`src/rtl/rx_fifo_ctrl.sv`:
```
// rx_fifo_ctrl: UART-16550 receive FIFO with per-character error flags,
// LSR receive bits and the three receive interrupt sources.
module rx_fifo_ctrl #(
    parameter int DEPTH = 16,
    parameter int AW    = 4
) (
    input  logic          clk,
    input  logic          rst_n,
    input  logic          baud_tick,
    input  logic [7:0]    rx_data,
    input  logic          rx_valid,
    input  logic          rx_pe,
    input  logic          rx_fe,
    input  logic [7:0]    lcr,
    input  logic          fifo_en,
    input  logic          fifo_clr,
    input  logic [1:0]    trig,
    input  logic          rd_en,
    input  logic          lsr_rd,
    output logic [7:0]    rd_data,
    output logic          dr,
    output logic          oe,
    output logic          pe,
    output logic          fe,
    output logic          fifo_err,
    output logic [AW:0]   level,
    output logic          irq_rda,
    output logic          irq_rls,
    output logic          irq_cto
);

    localparam logic [AW-1:0] PTR_ONE  = AW'(1);
    localparam logic [AW:0]   LVL_ONE  = (AW+1)'(1);
    localparam logic [AW:0]   LVL_FULL = (AW+1)'(DEPTH);

    logic [9:0]    mem_q [DEPTH];
    logic [AW-1:0] rd_ptr_q, rd_ptr_d;
    logic [AW-1:0] wr_ptr_q, wr_ptr_d;
    logic [AW:0]   level_q, level_d;
    logic [AW:0]   err_cnt_q, err_cnt_d;
    logic          oe_q, oe_d;
    logic          fifo_en_q, fifo_en_d;
    logic [5:0]    tmo_q, tmo_d;
    logic          rda_q, rda_d;
    logic          cto_q, cto_d;

    logic [9:0]    head;
    logic [9:0]    wr_entry;
    logic          head_err, new_err;
    logic          clr, empty, full;
    logic          do_pop, do_push, ovr, ovwr;
    logic [3:0]    char_bits;
    logic [5:0]    tmo_thr;
    logic [AW:0]   trig_lvl;
    logic          unused_lcr;

    assign unused_lcr = ^lcr[7:4];

    always_comb begin
        head     = mem_q[rd_ptr_q];
        wr_entry = {rx_fe, rx_pe, rx_data};
        head_err = head[9] | head[8];
        new_err  = rx_fe | rx_pe;
        // A mode change flushes the queue just like an explicit clear.
        clr      = fifo_clr | (fifo_en != fifo_en_q);
        empty    = (level_q == '0);
        full     = fifo_en_q ? (level_q == LVL_FULL) : !empty;
        do_pop   = rd_en & !empty & !clr;
        do_push  = rx_valid & !clr & (!full | do_pop);
        ovr      = rx_valid & !clr & full & !do_pop;
        ovwr     = ovr & !fifo_en_q;
    end

    always_comb begin
        rd_ptr_d  = rd_ptr_q;
        wr_ptr_d  = wr_ptr_q;
        level_d   = level_q;
        err_cnt_d = err_cnt_q;
        if (clr) begin
            rd_ptr_d  = '0;
            wr_ptr_d  = '0;
            level_d   = '0;
            err_cnt_d = '0;
        end else begin
            if (do_push) begin
                wr_ptr_d = wr_ptr_q + PTR_ONE;
                level_d  = level_d + LVL_ONE;
                if (new_err) err_cnt_d = err_cnt_d + LVL_ONE;
            end
            if (do_pop) begin
                rd_ptr_d = rd_ptr_q + PTR_ONE;
                level_d  = level_d - LVL_ONE;
                if (head_err) err_cnt_d = err_cnt_d - LVL_ONE;
            end
            // 16450 overwrite: the single entry is the whole error count.
            if (ovwr) err_cnt_d = {{AW{1'b0}}, new_err};
        end
    end

    always_comb begin
        fifo_en_d = fifo_en;
        oe_d      = ovr ? 1'b1 : (lsr_rd ? 1'b0 : oe_q);
        char_bits = 4'd7 + {2'b00, lcr[1:0]} + {3'b000, lcr[3]}
                  + {3'b000, lcr[2]};
        tmo_thr   = {char_bits, 2'b00};
        tmo_d     = tmo_q;
        if (clr | rx_valid | do_pop | empty) begin
            tmo_d = '0;
        end else if (baud_tick & fifo_en_q & (tmo_q != 6'h3f)) begin
            tmo_d = tmo_q + 6'd1;
        end
        cto_d = (tmo_d >= tmo_thr);
        unique case (trig)
            2'b00:   trig_lvl = (AW+1)'(1);
            2'b01:   trig_lvl = (AW+1)'(4);
            2'b10:   trig_lvl = (AW+1)'(8);
            default: trig_lvl = (AW+1)'(14);
        endcase
        rda_d = fifo_en ? (level_d >= trig_lvl) : (level_d != '0);
    end

    always_ff @(posedge clk) begin
        if (do_push) begin
            mem_q[wr_ptr_q] <= wr_entry;
        end else if (ovwr) begin
            mem_q[rd_ptr_q] <= wr_entry;
        end
    end

    always_ff @(posedge clk or negedge rst_n) begin
        if (!rst_n) begin
            rd_ptr_q  <= '0;
            wr_ptr_q  <= '0;
            level_q   <= '0;
            err_cnt_q <= '0;
            oe_q      <= 1'b0;
            fifo_en_q <= 1'b0;
            tmo_q     <= '0;
            rda_q     <= 1'b0;
            cto_q     <= 1'b0;
        end else begin
            rd_ptr_q  <= rd_ptr_d;
            wr_ptr_q  <= wr_ptr_d;
            level_q   <= level_d;
            err_cnt_q <= err_cnt_d;
            oe_q      <= oe_d;
            fifo_en_q <= fifo_en_d;
            tmo_q     <= tmo_d;
            rda_q     <= rda_d;
            cto_q     <= cto_d;
        end
    end

    assign dr       = !empty;
    assign rd_data  = empty ? 8'h00 : head[7:0];
    assign pe       = !empty & head[8];
    assign fe       = !empty & head[9];
    assign oe       = oe_q;
    assign fifo_err = fifo_en_q & (err_cnt_q != '0);
    assign level    = level_q;
    assign irq_rda  = rda_q;
    assign irq_rls  = oe_q | pe | fe;
    assign irq_cto  = cto_q;

endmodule

```
`config.mk`:
```
export PLATFORM = sky130hd
export DESIGN_NAME = rx_fifo_ctrl
export DESIGN_NICKNAME = d
export VERILOG_FILES = /design/src/rtl/rx_fifo_ctrl.sv
export SDC_FILE = /design/constraint.sdc
export NUM_CORES = 1
export LEC_CHECK = 0
export ABC_AREA = 1
export CORE_ASPECT_RATIO = 1.4
export CORE_MARGIN = 8
export CORE_UTILIZATION = 25
export CTS_CLUSTER_DIAMETER = 100
export DETAILED_ROUTE_END_ITERATION = 6
export DONT_BUFFER_PORTS = 1
export MAX_ROUTING_LAYER = met4
export PLACE_DENSITY = 0.37
export SYNTH_ARGS = -nofsm -noshare
export SYNTH_HDL_FRONTEND = slang
export SYNTH_SLANG_ARGS = --single-unit
```
`constraint.sdc`:
```
create_clock -name clk -period 2.7 [get_ports clk]
set_input_delay 0.54 -clock clk [delete_from_list [all_inputs] [get_ports clk]]
set_output_delay 0.54 -clock clk [all_outputs]
set_load 0.02 [all_outputs]
```
==> metrics.txt, run 1 <==
outcome complete, but fails checks; failing checks setup timing; antenna violations before repair 0; total global-route track usage 0.135; drt total wl around 26 mm; drt wl/cell slightly below 20 um; Vias/cell ~4.4; layout cells sized above 1 0.339; register bit total from synthesis around 190; initial core utilization 0.251; critical path capture point type primary output; EDFF count, synth 160; Hold Path Class in -> reg; post-place setup slack -210 ps; met3 global-route usage 0.0273; max_cap viols 0; core area around 34,000 um^2; largest net degree at the start of global routing 29; vias in the first global route just over 6,000; CP Class reg -> out; H-tree levels 4; Final Setup Violations 13; vias after detailed routing roughly 5,900; CP Launch Type flop; Distinct cells, synth between 40 and 50; mapped cell area 8510 um^2; # IOs approximately 50; hpwl dp 16.6 mm; crit-path max FO 7; Critical Path RT about 2200 ps; maximum clock rate around 0.35 GHz; Worst-path clk slew 70 ps; clock buffer count from CTS 17; Leak around 4.4 nW; met1 Use GR 0.144; met2 Resource Use GR 0.242; grt ovf 0; Final period util 1.05; maximum vdd drop about 0.40 mV; Slew Viols, Final 0; Worst Path Arrival between 2000 and 2500 ps; Root Driver clkbuf_16; register area share after synthesis 0.647; PD cells around 620 nW/um^2; ys async rst share 0.149; # diodes 0; clk_lat worst skew around 450 ps; Rows 80; GR peak layer met2; global-route wire length before repair roughly 38 mm; TritonRoute pass-1 iters 4; Finished Layout Cells 1,335; Die Y around 230 um; drt drc 0; Setup Skew ~11 ps; RSZ-0062 raised after global routing true; P&R area growth vs syn 36.7%; total clock sinks roughly 190; total number of yosys warnings 0; DR iter-0 viols about 190; Nets 920; CTS tree done; die area about 40,000 um^2; Syn Inst Count ~760; PortBufs 0; Syn Nets 810; maximum root-to-sink buffer count 2; most common flop cell mapped by yosys edfxtp_1; max_slew headroom 0.595; die span in x around 170 um; Inst Count DP approximately 1,300; RD Place Congestion 0.756; crit path time final around 2800 ps; Antenna Nets Post-Route 0; syn avg cell area around 11 um^2; count of final hold-check violations 0; Slew @ Worst Pin about 600 ps; Final WS setup -123 ps
[layer usage]
| layer | share of wire | wire length (um) |
|---|---|---|
| met1 | 0.39 | 10200 |
| met3 | 0.033 | 862 |
| met4 | 0.023 | 596 |
| met5 | 0 | 0 |
| met2 | 0.55 | 14200 |
[synthesized netlist by cell type, types with 2 or more instances]
master,number,area share
nor2_2,3,0.0022
nand2_2,4,0.0029
nand4_1,5,0.0037
o21ai_0,61,0.036
o221ai_1,8,0.0082
nor2_4,2,0.0026
buf_1,4,0.0018
buf_2,6,0.0035
a21oi_1,38,0.022
nand3_1,32,0.019
o21ai_1,2,0.0012
o211ai_1,3,0.0026
inv_1,70,0.031
dfrtp_1,28,0.082
nor3_1,10,0.0059
o21bai_1,3,0.0026
nand2_4,2,0.0026
ha_1,20,0.029
xor2_1,5,0.0051
edfxtp_1,160,0.56
a211oi_1,8,0.0071
nor2_1,78,0.034
a31oi_1,3,0.0022
mux2i_1,17,0.020
inv_2,3,0.0013
nor3_2,2,0.0024
clkbuf_1,17,0.0075
o31ai_1,2,0.0018
nand2_1,130,0.057
buf_4,2,0.0018
o22ai_1,17,0.012
buf_6,2,0.0026
[final timing paths]
path,end,depth (start not counted),start,slack (ps)
worst max-delay path,rd_data[0],9,rd_ptr_q[0],-120
worst min-delay path,fifo_en_q,0,fifo_en,120
worst max register to register,err_cnt_q[4],19,rd_ptr_q[0],-30
worst min register to register,wr_ptr_q[2],1,wr_ptr_q[2],520
max in group asynchronous,rd_ptr_q[0],2,rst_n,1970
min in group asynchronous,level[0],2,rst_n,540
[worst max-delay path, stage by stage (launching register included)]
cell and delay (ps):
dfrtp_4 530, buf_12 170, buf_16 140, buf_12 120
buf_16 140, nor2_4 30, o22ai_1 130, nand2_1 100
a211oi_2 280, buf_4 190
[state kept, by name, indices dropped and copies added, names as in the netlist]
signal / flops
fifo_en_q: 1
wr_ptr_q: 4
mem_q: 160
tmo_q: 6
err_cnt_q: 5
irq_cto: 1
level: 5
rd_ptr_q: 4
oe: 1
irq_rda: 1
[per-stage QoR]
stage                     setup TNS, ps  hold WS, ps  utilization  total power, mW  instance area [um^2]
final                              -504          119        0.344             7.18                 11600
after global routing              -3420         94.0        0.344             7.45                 11600
after CTS                          -969         86.4        0.329             7.16                 11100
after detailed placement         -10780          246        0.289             4.03                  9790
after global placement           -10850          246        0.289             4.03                  9790
after floorplan                   -1170          244            -             3.74                  8550
[kinds of logic after synthesis]
logic type / Yosys count / synth area share
AOI/OAI and AO/OA: 148 / 0.0993
xor gates and xnor gates: 7 / 0.0103
adders and majority gates: 21 / 0.0318
buffers and inverters: 105 / 0.0499
DFF: 188 / 0.647
muxes: 17 / 0.0200
and+or+nand+nor: 275 / 0.142
[power breakdown]
group | internal [mW] | leakage (nW) | switching [mW]
sequential | 3.18 | 1.82 | 0.0304
combinational | 0.631 | 2.28 | 0.665
clock | 1.55 | 0.293 | 1.12
[layout by cell type (no fill, tap or decap), types with 5 or more instances in the layout]
| master | instances |
|---|---|
| a211oi_2 | 8 |
| a21oi_1 | 19 |
| a21oi_2 | 19 |
| buf_12 | 23 |
| buf_16 | 7 |
| buf_4 | 73 |
| buf_6 | 12 |
| clkbuf_16 | 19 |
| dfrtp_1 | 25 |
| edfxtp_1 | 160 |
| ha_1 | 19 |
| inv_1 | 58 |
| inv_2 | 13 |
| mux2i_1 | 17 |
| nand2_1 | 105 |
| nand2_2 | 26 |
| nand2_4 | 5 |
| nand3_1 | 23 |
| nand3_2 | 7 |
| nand4_1 | 5 |
| nor2_1 | 49 |
| nor2_2 | 13 |
| nor2_4 | 21 |
| nor3_2 | 8 |
| o21ai_0 | 44 |
| o21ai_1 | 12 |
| o21ai_2 | 5 |
| o221ai_1 | 6 |
| o22ai_1 | 14 |
| xor2_1 | 5 |
[timing repair]
item	in CTS	in global routing
gates resized for setup	94	99
hold buffers	2	0
cloned	8	3
endpoints found under the hold margin	28	0
endpoints found under the setup margin	92	177
setup buffers	17	10
pin swaps	24	42
[final cells by class]
| class | count | area (um^2) |
|---|---|---|
| clock inverter | 11 | 168 |
| sequential | 188 | 5510 |
| clock buffer | 21 | 440 |
| multi-input combinational | 469 | 3180 |
| fill | 3474 | 22200 |
| timing repair buffer | 121 | 1480 |
| tap | 451 | 564 |
| inverter | 74 | 293 |
No activity file was read; power rests on OpenSTA's default activity.
==> inputs of run 2 (changes only) <==
--- a/config.mk
+++ b/config.mk
@@ -6,7 +6,7 @@
 export NUM_CORES = 1
 export LEC_CHECK = 0
 export ABC_AREA = 1
-export CORE_ASPECT_RATIO = 1.4
+export CORE_ASPECT_RATIO = 1.75
 export CORE_MARGIN = 8
 export CORE_UTILIZATION = 25
 export CTS_CLUSTER_DIAMETER = 100
==> constraint.sdc (replaced) <==
create_clock -name clk -period 2.7 [get_ports clk]
set_input_delay 0.81 -clock clk [delete_from_list [all_inputs] [get_ports clk]]
set_output_delay 0.81 -clock clk [all_outputs]
set_load 0.02 [all_outputs]
==> run 2 against run 1 <==
Compared with the run above: the run ends with DRC, setup timing left; setup slack worse by 170 ps; core utilization down 0.17 points; critical path type unchanged; first-iteration DRC count up 44%; worst hold slack worse by 71 ps; die area up 0.37%; routed wire length down 1.5%.
==> metrics.txt, run 2 (synthesized netlist as in run 1, its figures left out) <==
die span in x 155 um (was 172 um); # IOs 49 (unchanged); Hold Path Class in -> async (was in -> reg); met3 wire length 879 um (was 862 um); worst hold slack 47.9 ps (was 119 ps); RSZ-0062 raised after global routing true (unchanged); die area 40,400 um^2 (was 40,300 um^2); maximum vdd drop 0.407 mV (was 0.404 mV); total power 6.77 mW (was 7.18 mW); hpwl dp 18.0 mm (was 16.6 mm); Vias/cell 4.46 (was 4.44); most used cell along the critical path buf_6; met1 WL 9.37 mm (was 10.2 mm); most frequent cells in the layout 160 x edfxtp_1, 113 x nand2_1, 82 x buf_4 (was 160 x edfxtp_1, 105 x nand2_1, 73 x buf_4); crit-path max FO 9 (was 7); final core utilization 0.342 (was 0.344); Final Setup Violations 11 (was 13); Final period util 1.11 (was 1.05); Critical Path RT 1890 ps (was 2160 ps); Worst-path clk slew 80 ps (was 70 ps); most flop-heavy register mem_q (unchanged); Nets 929 (was 920); Setup TNS -2540 ps (was -504 ps); critical path capture point type primary output (unchanged); Setup Skew 10.5 ps (was 10.8 ps); PD cells 588 nW/um^2 (was 617 nW/um^2); # diodes 0 (unchanged); drt total wl 25.5 mm (was 25.9 mm); Antenna Nets Post-Route 0 (unchanged); CP Class reg -> out (unchanged); clk_lat worst skew 450 ps (about the same); post-place setup slack -485 ps (was -210 ps); failing checks DRC, setup timing (was setup timing); drt drc 4 (was 0); hold buffer count at CTS 0 (was 2); total clock sinks 188 (unchanged); global-route wire length before repair 37.6 mm (was 37.9 mm); Slew Viols, Final 0 (unchanged); CP max-delay cell dfrtp_2 (was dfrtp_4); crit path time final 3000 ps (was 2820 ps); commonest non-fill, non-tap cell in the layout edfxtp_1 (unchanged); initial core utilization 0.253 (was 0.251); H-tree levels 4 (unchanged); maximum root-to-sink buffer count 2 (unchanged); outcome complete, but fails checks (unchanged); R2R cell count 15 (was 19); max_cap viols 0 (unchanged); clock buffer count from CTS 17 (unchanged); count of final hold-check violations 0 (unchanged); grt ovf 0 (unchanged); Die Y 260 um (was 234 um); P&R area growth vs syn 35.3% (was 36.7%); vias in the first global route 6,213 (was 6,126); layout cells sized above 1 0.329 (was 0.339); Final WS setup -295 ps (was -123 ps); Leak 4.33 nW (was 4.39 nW); Met2 Wirelength 14.7 mm (was 14.2 mm); PortBufs 0 (unchanged); Root Driver clkbuf_16 (unchanged); largest net degree at the start of global routing 29 (unchanged); max reg flops 160 (unchanged); RD Place Congestion 0.795 (was 0.756); Slew @ Worst Pin 566 ps (was 604 ps); max_slew headroom 0.621 (was 0.595); vias after detailed routing 6,009 (was 5,934); TritonRoute pass-1 iters 7 (was 4); Critical Path, Cell by Cell clkinv_4, buf_12, nand2_1, nand3_1, nand2_1, a21oi_2, o21ai_2, o21ai_4, inv_2, nor2_4, buf_6, buf_6, buf_6 (was buf_12, buf_16, buf_12, buf_16, nor2_4, o22ai_1, nand2_1, a211oi_2, buf_4); DR iter-0 viols 277 (was 192); crit-path max cell delay 480 ps (was 530 ps); Rows 89 (was 80); Worst Path Arrival 2190 ps (was 2280 ps); Regs by FF count mem_q: 160 flops, tmo_q: 6 flops (unchanged); CP Launch Type flop (unchanged); CTS tree done (unchanged); core area 33,600 um^2 (was 33,800 um^2); drt wl/cell 18.9 um (was 19.4 um); maximum clock rate 0.334 GHz (was 0.354 GHz); total global-route track usage 0.131 (was 0.135); uppermost layer routed met4 (unchanged); antenna violations before repair 0 (unchanged)
## run 2: worst paths after layout
kind,startpoint,endpoint,slack [ps]
worst max-delay path,rd_ptr_q[0],pe,-300
worst min-delay path,rst_n,fifo_en_q,50
worst max register to register,level[0],mem_q[5][9],10
worst min register to register,wr_ptr_q[2],wr_ptr_q[2],490
max in group asynchronous,rst_n,irq_rda,2570
min in group clk,fifo_en,fifo_en_q,380
## run 2: worst max-delay path, delay by kind of cell (launching register included)
kind	cells	cell delay (ps)
compound gates	3	320
buf+inv	6	580
flops	1	480
simple gates	4	350
## run 2: power breakdown
part	switching (mW)	leakage, nW	internal (mW)	total [mW]
sequential	0.0235	1.82	3.18	3.20
combinational	0.606	2.24	0.461	1.07
clock	1.20	0.273	1.30	2.50
## run 2: layer usage
metal	vias to the layer above	track usage
met5	-	-
met4	0	0.0525
met3	24	0.0278
met2	111	0.250
met1	2978	0.126
li1	2896	-
## run 2: per-stage QoR
stage	cell area (um^2)	instances
after CTS	11200	1338
after global placement	10100	1289
final	11500	1348
after detailed placement	10100	1289
after floorplan	8700	761
after global routing	11500	1348
## run 2: repair_timing
action / in CTS / in global routing
pin swaps: 17 / 21
cloned: 1 / 1
setup buffers: 16 / 10
resized for setup: 73 / 68
setup endpoints to repair: 173 / 165
## run 2: area by class of cell
class                   instances  area, um^2
flip-flops and latches        188        5510
well taps                     455         569
repair buffers                131        1430
multi-input cells             468        3130
clock buffers                  17         425
fillers                      3420       22100
inverters                      74         287
clock inverters                15         155
==> inputs of run 3 (changes only) <==
--- a/config.mk
+++ b/config.mk
@@ -6,6 +6,7 @@
 export NUM_CORES = 1
 export LEC_CHECK = 0
 export ABC_AREA = 1
+export CAP_MARGIN = 20
 export CORE_ASPECT_RATIO = 1.75
 export CORE_MARGIN = 8
 export CORE_UTILIZATION = 25
==> results of run 3 <==
No change in the layout: final DEF, timing and power equal those of run 2.
